**src/rtl/axi_wr_arbiter.sv**
```systemverilog
// Round-robin AXI4 write arbiter: one burst in flight, AW -> len+1 W beats -> B routed back.
// One idle cycle of arbitration per burst; all payloads are combinational muxes, so backpressure passes straight through.
module axi_wr_arbiter #(
  parameter int NUM_REQ        = 2,
  parameter int AXI_ADDR_WIDTH = 32,
  parameter int AXI_DATA_WIDTH = 64,
  parameter int AXI_ID_WIDTH   = 4,
  parameter int AXI_STRB_WIDTH = AXI_DATA_WIDTH / 8,
  localparam int IDX_W = ($clog2(NUM_REQ) < 1) ? 1 : $clog2(NUM_REQ),
  localparam int AW_W  = AXI_ID_WIDTH + AXI_ADDR_WIDTH + 13,
  localparam int W_W   = AXI_DATA_WIDTH + AXI_STRB_WIDTH + 1,
  localparam int B_W   = AXI_ID_WIDTH + 2
) (
  input  logic                    clk_i,
  input  logic                    rst_i,
  input  logic [NUM_REQ-1:0]      s_aw_valid_i,
  output logic [NUM_REQ-1:0]      s_aw_ready_o,
  input  logic [NUM_REQ*AW_W-1:0] s_aw_pld_i,
  input  logic [NUM_REQ-1:0]      s_w_valid_i,
  output logic [NUM_REQ-1:0]      s_w_ready_o,
  input  logic [NUM_REQ*W_W-1:0]  s_w_pld_i,
  output logic [NUM_REQ-1:0]      s_b_valid_o,
  input  logic [NUM_REQ-1:0]      s_b_ready_i,
  output logic [B_W-1:0]          s_b_pld_o,
  output logic                    m_aw_valid_o,
  input  logic                    m_aw_ready_i,
  output logic [AW_W-1:0]         m_aw_pld_o,
  output logic                    m_w_valid_o,
  input  logic                    m_w_ready_i,
  output logic [W_W-1:0]          m_w_pld_o,
  input  logic                    m_b_valid_i,
  output logic                    m_b_ready_o,
  input  logic [B_W-1:0]          m_b_pld_i,
  output logic [IDX_W-1:0]        gnt_o,
  output logic                    busy_o,
  output logic                    err_o
);

  typedef enum logic [1:0] {IDLE, AW, DATA, RESP} state_t;

  state_t           state, state_nxt;
  logic [IDX_W-1:0] ptr, ptr_nxt, gnt_nxt, pick, cand;
  logic [IDX_W:0]   sum;
  logic             found;
  logic [7:0]       cnt, cnt_nxt;
  logic             err_nxt;
  logic [AW_W-1:0]  aw_sel;
  logic [W_W-1:0]   w_sel;
  logic             w_vld_sel;
  logic             w_hs;

  // Payload muxes use constant slices so the select width never has to match the bus width.
  always_comb begin
    aw_sel    = '0;
    w_sel     = '0;
    w_vld_sel = 1'b0;
    for (int k = 0; k < NUM_REQ; k++) begin
      if (gnt_o == IDX_W'(k)) begin
        aw_sel    = s_aw_pld_i[k*AW_W +: AW_W];
        w_sel     = s_w_pld_i[k*W_W +: W_W];
        w_vld_sel = s_w_valid_i[k];
      end
    end
  end

  // First requester at or after the round-robin pointer, wrapping at NUM_REQ.
  always_comb begin
    found = 1'b0;
    pick  = '0;
    sum   = '0;
    cand  = '0;
    for (int k = 0; k < NUM_REQ; k++) begin
      sum = {1'b0, ptr} + (IDX_W+1)'(k);
      if (sum >= (IDX_W+1)'(NUM_REQ)) sum = sum - (IDX_W+1)'(NUM_REQ);
      cand = sum[IDX_W-1:0];
      if (!found && s_aw_valid_i[cand]) begin
        found = 1'b1;
        pick  = cand;
      end
    end
  end

  assign w_hs   = w_vld_sel && m_w_ready_i;
  assign busy_o = (state != IDLE);

  always_comb begin
    state_nxt    = state;
    gnt_nxt      = gnt_o;
    ptr_nxt      = ptr;
    cnt_nxt      = cnt;
    err_nxt      = err_o;
    s_aw_ready_o = '0;
    s_w_ready_o  = '0;
    s_b_valid_o  = '0;
    s_b_pld_o    = '0;
    m_aw_valid_o = 1'b0;
    m_aw_pld_o   = '0;
    m_w_valid_o  = 1'b0;
    m_w_pld_o    = '0;
    m_b_ready_o  = 1'b0;
    case (state)
      IDLE: begin
        if (found) begin
          gnt_nxt   = pick;
          state_nxt = AW;
        end
      end
      AW: begin
        m_aw_valid_o        = 1'b1;
        m_aw_pld_o          = aw_sel;
        s_aw_ready_o[gnt_o] = m_aw_ready_i;
        if (m_aw_ready_i) begin
          cnt_nxt   = aw_sel[12:5];
          state_nxt = DATA;
        end
      end
      DATA: begin
        m_w_valid_o        = w_vld_sel;
        s_w_ready_o[gnt_o] = m_w_ready_i;
        // Downstream last comes from the beat counter, never from the requester.
        m_w_pld_o          = {w_sel[W_W-1:1], (cnt == 8'd0)};
        if (w_hs) begin
          if (cnt != 8'd0) cnt_nxt = cnt - 8'd1;
          else             state_nxt = RESP;
          if (w_sel[0] != (cnt == 8'd0)) err_nxt = 1'b1;
        end
      end
      RESP: begin
        s_b_valid_o[gnt_o] = m_b_valid_i;
        m_b_ready_o        = s_b_ready_i[gnt_o];
        s_b_pld_o          = m_b_pld_i;
        if (m_b_valid_i && s_b_ready_i[gnt_o]) begin
          ptr_nxt   = (gnt_o == IDX_W'(NUM_REQ-1)) ? '0 : gnt_o + 1'b1;
          state_nxt = IDLE;
        end
      end
      default: state_nxt = IDLE;
    endcase
  end

  always_ff @(posedge clk_i or posedge rst_i) begin
    if (rst_i) begin
      state <= IDLE;
      gnt_o <= '0;
      ptr   <= '0;
      cnt   <= '0;
      err_o <= 1'b0;
    end else begin
      state <= state_nxt;
      gnt_o <= gnt_nxt;
      ptr   <= ptr_nxt;
      cnt   <= cnt_nxt;
      err_o <= err_nxt;
    end
  end

endmodule

```
**config.mk**
```make
export PLATFORM = sky130hd
export DESIGN_NAME = axi_wr_arbiter
export DESIGN_NICKNAME = d
export VERILOG_FILES = /design/src/rtl/axi_wr_arbiter.sv
export SDC_FILE = /design/constraint.sdc
export NUM_CORES = 1
export LEC_CHECK = 0
export BUFFER_PORTS_ARGS = -buffer_cell sky130_fd_sc_hd__buf_4
export CAP_MARGIN = 10
export CORE_AREA = 2 2 157 159
export CTS_BUF_LIST = sky130_fd_sc_hd__clkbuf_8 sky130_fd_sc_hd__clkbuf_16
export CTS_CLUSTER_SIZE = 40
export DETAILED_ROUTE_END_ITERATION = 8
export DIE_AREA = 0 0 159 161
export PLACE_DENSITY_LB_ADDON = 0.25
export SLEW_MARGIN = 15
export SYNTH_ARGS = -nofsm -noshare
export SYNTH_HDL_FRONTEND = slang
export SYNTH_SLANG_ARGS = --single-unit
```
**constraint.sdc**
```tcl
create_clock -name clk_i -period 2.5 [get_ports clk_i]
set_clock_uncertainty 0.1 [all_clocks]
set_input_delay 0.5 -clock clk_i [delete_from_list [all_inputs] [get_ports clk_i]]
set_output_delay 0.5 -clock clk_i [all_outputs]
set_load 0.02 [all_outputs]
```
## After elaboration in Yosys (flattened, before gate mapping)

Index checks and enable logic that the tools add are counted.

- Bits in registers: 13
- Bits of input ports: 261
- Output and inout port bits: 140
- Word-level logic and storage cells: 81

- $add $sub $neg: 5
- Magnitude comparators: 6
- Equality and inequality tests: 10
- Muxes and demuxes: 37
- Bitwise logic cells: 3
- Reductions and logical operators: 15

Operators by type and width:

| cell | count |
|---|---|
| two-way mux 73 bit | 2 |
| two-way mux 49 bit | 2 |
| two-way mux 8 bit | 3 |
| two-way mux 1 bit | 18 |
| two-way mux 2 bit | 8 |
| case mux 8 bit (2 select lines) | 1 |
| != test 2 bit (second input constant) | 6 |
| logical NOT 8 bit | 1 |
| case mux 2 bit (4 select lines) | 1 |
| nonzero test 8 bit | 1 |
| subtractor 8 x 1 -> 8 bit (second input constant) | 1 |
| bitwise AND 2 bit | 3 |
| less-than comparator 1 x 2 -> 1 bit (second input constant) | 3 |
| two-way mux 6 bit | 1 |
| AND reduction 5 bit | 1 |
| == test 2 bit (second input constant) | 2 |
| logical AND 1 bit | 4 |
| AND reduction 2 bit | 2 |
| AND reduction 4 bit | 1 |
| nonzero test 2 bit | 2 |
| AND reduction 3 bit | 1 |
| adder 1 x 1 -> 2 bit (second input constant) | 1 |
| == test 2 x 1 -> 1 bit (second input constant) | 1 |
| >= comparator 1 x 2 -> 1 bit (second input constant) | 1 |
| other kinds (8) | 9 |

## Logic depth before layout (Yosys ltp)

Gate-level depths: netlist (run 1).

- Depth in word-level cells: 10
- Mapped depth: 8
- Gate-level depth less buffers: 7

## Least setup slack after synthesis (run 1)

No wires, ideal clock.

- Path type: reg2out
- Start: register gnt_o
- End: output port m_aw_pld_o[0]
- Arrival: 1,970 ps
- Required time: 1,900 ps
- Setup slack: -70 ps
- Stages on the path, launching flop included: 6
- Buffers on the path: 3
- Cell sequence: dfrtp_1 -> buf_2 -> buf_1 -> buf_1 -> mux2i_1 -> nor2b_1

- Longest elaborated chain between the ends: 2

Ends and longest elaborated chain:

| what | line | RTL |
|---|---|---|
| start: declaration | 34 | `output logic [IDX_W-1:0] gnt_o,` |
| start signal: assignment | 150 | `gnt_o <= gnt_nxt;` |
| two-way mux 49 bit | 58 | `if (gnt_o == IDX_W'(k)) begin` |
| two-way mux 49 bit | 101 | `case (state)` |
| end: declaration | 27 | `output logic [AW_W-1:0] m_aw_pld_o,` |

No other way between the ends.

## Worst setup path in the final report (run 1)

- Start: register cnt[1]
- End: output port m_w_pld_o[0]

- Longest elaborated chain between the ends: 2

Ends and longest elaborated chain:

| what | line | RTL |
|---|---|---|
| start: declaration | 45 | `logic [7:0] cnt, cnt_nxt;` |
| start signal: assignment | 152 | `cnt <= cnt_nxt;` |
| logical NOT 8 bit | 121 | `m_w_pld_o = {w_sel[W_W-1:1], (cnt == 8'd0)};` |
| two-way mux 73 bit | 101 |  |
| end: declaration | 30 | `output logic [W_W-1:0] m_w_pld_o,` |

No other way between the ends.

==> results_dict.tcl, run 1 <==
set metrics [dict create \
    met3_usage 0.0370 \
    crit_type "register to primary output" \
    io_pins 401 \
    cts_root_buffer "clkbuf_16" \
    dp.cells 1112 \
    async_reset_ff_frac 1.00 \
    core_sq_mm 0.0240 \
    syn_to_final_growth_pct 126 \
    crit_required_ps 1900 \
    drt_pass1_iterations 4 \
    finalMaxSlewViolations 0 \
    die_h_microns 161 \
    ys_seq_elements 13 \
    met2_usage 0.228 \
    holdCritPathClass "input pin to asynchronous set/reset pin" \
    drive_gt1_frac 0.564 \
    grt_util_met1 0.139 \
    leakagePower_nw 3.69 \
    p_total_w 0.00630 \
    die-area_sq_mm 0.0256 \
    dp_hpwl_microns 14500 \
    ys_types 39 \
    grt_pass1_wl_microns 25000 \
    cts.clk_slew.worst_paths_ps 50 \
    fin_crit_sh 1.05 \
    num-fill-cells 2673 \
    htree_num_levels 1 \
    tightest_slew_ps 574 \
    postCtsSetupBuffers 0 \
    final_nets 1059 \
    dieWidth_microns 159 \
    viasPerCell 3.87 \
    ys.warnings.count 0 \
    setup_ws_ps -130 \
    synth_seq_area_share 0.112 \
    synth-compound-area-share 0.0778 \
    drc 0 \
    cp.arrival_ps 2030 \
    rsz0062_at_grt "true" \
    cellPowerDensity_mw_per_mm2 962 \
    hold_slack_ps 216 \
    routabilityCongestion 0.802 \
    synth-simple-area-share 0.292 \
    synthAdderAreaFrac 0.0216 \
    grt_max_degree 57 \
    fp-row-count 57 \
    synth_cells 391 \
    slew_headroom 0.617 \
    syn_nets 657 \
    synth_top_family_by_area "multiplexers" \
    endpoint_kind "primary output" \
    cts_tree "done" \
    antenna_found_initial 2 \
    grt-ovfl-total 0 \
    finalNonFillerCells 1117 \
    synth-xor-area-share 0.00303 \
    clock_path_buffers 2 \
    drtAntennaViolNets 0 \
    vias 4324 \
    peakVddDrop_v 0.000402 \
    fmax_mhz 380 \
    wire_per_inst_microns 15.2 \
    critPathLaunchType "register" \
    cp_max_fo 4 \
    numCtsBuffers 3 \
    grt_pass1_vias 4332 \
    maxCapViolations 0 \
    io_buffers 400 \
    grt.busiest_layer "met2" \
    hold_viol 0 \
    synth.avg_cell_area_sq_um 7.40 \
    synth-edff-count 0 \
    synthMuxAreaShare 0.434 \
    finalCriticalPeriod_ps 2630 \
    clkSinkCount 13 \
    initial_utilization 0.121 \
    setup_viol 1 \
    grtUsageTotal 0.122 \
    violations "setup timing" \
    status "finished with violations" \
    drtIter0Drc 174 \
    ys.flop_type "dfrtp_1" \
    syn_area_sq_mm 0.00289 \
    clk_latency_ps 240 \
    finalWirelength_microns 17000 \
]
final timing paths:
check / from / to / slack, ps / cells past startpoint
max in group asynchronous: rst_i / gnt_o / 1650 / 2
hold reg to reg: err_o / err_o / 370 / 1
setup reg to reg: cnt[1] / state[1] / 90 / 7
hold / removal: rst_i / err_o / 220 / 2
setup / recovery: cnt[1] / m_w_pld_o[0] / -130 / 6
min in group clk_i: s_aw_valid_i[0] / gnt_o / 360 / 2
logic make-up (layout without fill, tap and decap cells):
group / Yosys count / in the layout
and+or+nand+nor: 173 / 173
muxes: 125 / 125
buffers and inverters: 42 / 443
AOI/OAI and AO/OA: 32 / 32
DFF: 13 / 13
adders and majority gates: 5 / 5
xor gates and xnor gates: 1 / 1
other: 0 / 1
power by group:
part           total [W]  switching (W)  internal, W
combinational    0.00553        0.00292      0.00260
sequential      0.000471       0.000151     0.000319
clock           0.000301      0.0000901     0.000211
total            0.00630        0.00317      0.00313
synth_stat cells, drive strengths merged (7+ instances only):
| library cell | instances | area, sq um |
|---|---|---|
| mux2i | 122 | 1220 |
| nor2 | 83 | 312 |
| nor2b | 49 | 307 |
| clkbuf | 18 | 67.6 |
| buf | 16 | 71.3 |
| nand2 | 16 | 60.1 |
| dfrtp | 13 | 325 |
| and2 | 10 | 65.1 |
| a31oi | 8 | 50.1 |
| inv | 8 | 32.5 |
| a21oi | 7 | 35.0 |
registers in the layout, indices dropped and copies added (netlist names):
| signal | flops |
|---|---|
| cnt | 8 |
| state | 2 |
| err_o | 1 |
| gnt_o | 1 |
| ptr | 1 |
metrics by stage:
stage	TNS (ps)	instance area, sq um	setup slack [ps]	util
after floorplan	0	2900	52.4	-
after global placement	0	6450	15.0	0.269
after detailed placement	0	6450	12.4	0.269
after CTS	-143	6540	-143	0.273
after global routing	-179	6550	-179	0.273
final	-130	6550	-130	0.273
per-layer routing:
layer	share of wire	vias up
met2	0.51	276
met4	0.013	2
met3	0.10	12
met5	0.00059	-
li1	-	2149
met1	0.38	1885
worst max-delay path: stages, from the launching register on:
cell and delay [ps]:
dfrtp_1 370, inv_1 80, ha_1 160, or4b_4 470, or4_4 490, nor2_4 110, buf_6 120
cell usage in the layout, fill, tap and decap left out, types with 7 or more instances in the layout:
cell,instances
and2_1,9
nand2_1,16
nor2b_1,49
inv_1,7
dfrtp_1,12
buf_4,426
a31oi_1,8
mux2i_1,122
a21oi_1,7
nor2_1,82
area by class of cell:
type | instances | area [sq um] | area share
multi-input cells | 336 | 2410 | 0.368
diodes | 1 | 2.50 | 0.000382
inverters | 8 | 32.5 | 0.00497
repair buffers | 431 | 3290 | 0.502
clock inverters | 1 | 3.75 | 0.000573
well taps | 324 | 405 | 0.0619
clock buffers | 3 | 75.1 | 0.0115
flip-flops and latches | 13 | 329 | 0.0502
repair_timing:
item | CTS | global route
hold buffers | 0 | 0
gates resized for setup | 3 | 2
pin swaps | 0 | 0
endpoints found under the setup margin | 1 | 2
No activity file was read; power rests on OpenSTA's default activity.
==> run 2: changes to the inputs <==
--- a/config.mk
+++ b/config.mk
@@ -5,6 +5,7 @@
 export SDC_FILE = /design/constraint.sdc
 export NUM_CORES = 1
 export LEC_CHECK = 0
+export ABC_AREA = 1
 export BUFFER_PORTS_ARGS = -buffer_cell sky130_fd_sc_hd__buf_4
 export CAP_MARGIN = 10
 export CORE_AREA = 2 2 157 159
==> run 2 against run 1 <==
Compared with the run above: the flow now finishes without violations; worst hold slack lost 7.9 ps; cell area down 2.8%; clock power rose by 4%; sequential power about the same; critical path depth is the same; via count is 16% higher; sequential share of layout area is 0.15 points higher; critical endpoint is now m_w_pld_o[32]; largest cell class unchanged.
==> results_dict.tcl, run 2 <==
set metrics [dict create \
    reg_top3 "cnt: 8 flops, state: 2 flops" \
    final_nets 1222 \
    critPathLaunchType "register" \
    synth-edff-count 0 \
    ys.warnings.count 0 \
    maxCapViolations 0 \
    dp_hpwl_microns 15000 \
    drt_pass1_iterations 4 \
    grt_pass1_wl_microns 27800 \
    cts.clk_slew.worst_paths_ps 50 \
    die_h_microns 161 \
    endpoint_kind "primary output" \
    layout_commonest_cell "buf_4" \
    setup_viol 0 \
    routabilityCongestion 0.829 \
    synth.avg_cell_area_sq_um 5.03 \
    cts_root_buffer "clkbuf_16" \
    grt_pass1_vias 4995 \
    grtUsageTotal 0.134 \
    clk_latency_ps 250 \
    synthTopCellsByCount "nand2_1, a21oi_1, inv_1" \
    fin_crit_sh 0.953 \
    clkSinkCount 13 \
    synth_seq_area_share 0.112 \
    crit_type "register to primary output" \
    fp-row-count 57 \
    drc 0 \
    yosysTopAreaCell "nand2_1" \
    slew_headroom 0.628 \
    viasPerCell 3.93 \
    numCtsBuffers 3 \
    post_cts_resized 0 \
    initial_utilization 0.122 \
    wire_per_inst_microns 14.4 \
    rsz0062_at_grt "false" \
    antenna_found_initial 0 \
    io_buffers 400 \
    finalCriticalPeriod_ps 2380 \
    clock_path_buffers 2 \
    layout_common_cells "buf_4, nand2_1, a21oi_1" \
    cp.arrival_ps 1780 \
    setup-tns-final_ps 0 \
    core_sq_mm 0.0240 \
    finalMaxSlewViolations 0 \
    die-area_sq_mm 0.0256 \
    ys.flop_type "dfrtp_1" \
    dieWidth_microns 159 \
    peakVddDrop_v 0.000342 \
    crit_required_ps 1900 \
    syn_nets 846 \
    async_reset_ff_frac 1.00 \
    largest_reg_flops 8 \
    num-fill-cells 2719 \
    netlist_top_cells_area "nand2_1, a21oi_1, dfrtp_1, buf_2, inv_1" \
    ys_types 31 \
    grt_max_degree 68 \
    io_pins 401 \
    n_antenna_cell 0 \
    top_register "cnt" \
    syn_to_final_growth_pct 118 \
    drtAntennaViolNets 0 \
    cellPowerDensity_mw_per_mm2 997 \
    synth_top_area_frac 0.375 \
    fmax_mhz 420 \
    hold_viol 0 \
    tightest_slew_ps 557 \
    cp_max_fo 24 \
    ys_seq_elements 13 \
    status "finished, final reports clean" \
    hold_buffers 0 \
    synth.most_common_cell "nand2_1" \
    cts_tree "done" \
    finalWirelength_microns 18400 \
    htree_num_levels 1 \
    holdCritPathClass "input pin to asynchronous set/reset pin" \
    finalNonFillerCells 1279 \
    dp.cells 1275 \
    synth_cells 580 \
    grt-ovfl-total 0 \
    drive_gt1_frac 0.463 \
    postCtsSetupBuffers 0 \
    vias 5025 \
    leakagePower_nw 3.51 \
    syn_area_sq_mm 0.00292 \
    drtIter0Drc 326 \
]
## run 2: cell count changes after synthesis, moves of 10 or more
cell     previous run  this run
buf_1              11         1
nor2_1             83        17
mux2i_1           122         6
inv_1               7        32
nor2b_1            49         0
nand2_1            16       291
a21oi_1             7       115
buf_2               3        25
## run 2: path summary, 6_finish.rpt
kind,slack [ps],end,from,cells past startpoint
max,120,m_w_pld_o[32],gnt_o,6
min reg2reg,400,err_o,err_o,1
min in group clk_i,400,err_o,err_o,1
max reg2reg,610,cnt[0],state[1],10
max in group asynchronous,1670,gnt_o,rst_i,2
min,210,ptr,rst_i,2
## run 2: metal layers
metal | vias up | track usage | share of wire
met2 | 210 | 0.250 | 0.51
met1 | 2201 | 0.159 | 0.41
met4 | 0 | 0.0306 | 0.022
li1 | 2586 | - | -
met5 | - | 0 | 0
met3 | 28 | 0.0229 | 0.060
## run 2: cell type report
type                    count  area (sq um)  area share
repair buffers            414          3180       0.500
flip-flops and latches     13           329      0.0517
multi-input cells         488          2230       0.350
clock buffers               3          75.1      0.0118
inverters                  36           138      0.0216
well taps                 324           405      0.0637
clock inverters             1          5.00    0.000786
## run 2: kinds of logic after synthesis
logic type               Yosys count  share of synthesized area
buffers and inverters             79                      0.124
AO/OA/AOI/OAI                    130                      0.236
AND/OR/NAND/NOR                  346                      0.484
adder cells (fa/ha/maj)            5                     0.0215
multiplexers                       6                     0.0206
flip-flops                        13                      0.112
XOR/XNOR                           1                    0.00300
## run 2: where the power goes
part / total, W / internal (W) / switching, W
Combinational: 0.00556 / 0.00212 / 0.00345
Sequential: 0.000469 / 0.000328 / 0.000141
Clock: 0.000314 / 0.000214 / 0.000100
Total: 0.00635 / 0.00266 / 0.00369
## run 2: worst max-delay path, stage by stage, from the launching register on
cell	delay [ps]
dfrtp_4	540
inv_4	110
buf_12	180
buf_4	210
nand2_1	60
a21oi_1	230
buf_4	190
## run 2: through the flow
step	instance area (sq um)	hold WS [ps]	setup slack, ps	power, W	util
6_report	6360	208	118	0.00635	0.266
5_1_grt	6360	272	39.6	0.00694	0.266
4_1_cts	6360	233	125	0.00643	0.266
3_5_place_dp	6280	375	392	0.00610	0.262
3_3_place_gp	6280	401	393	0.00612	0.262
2_1_floorplan	2920	277	326	0.00382	-
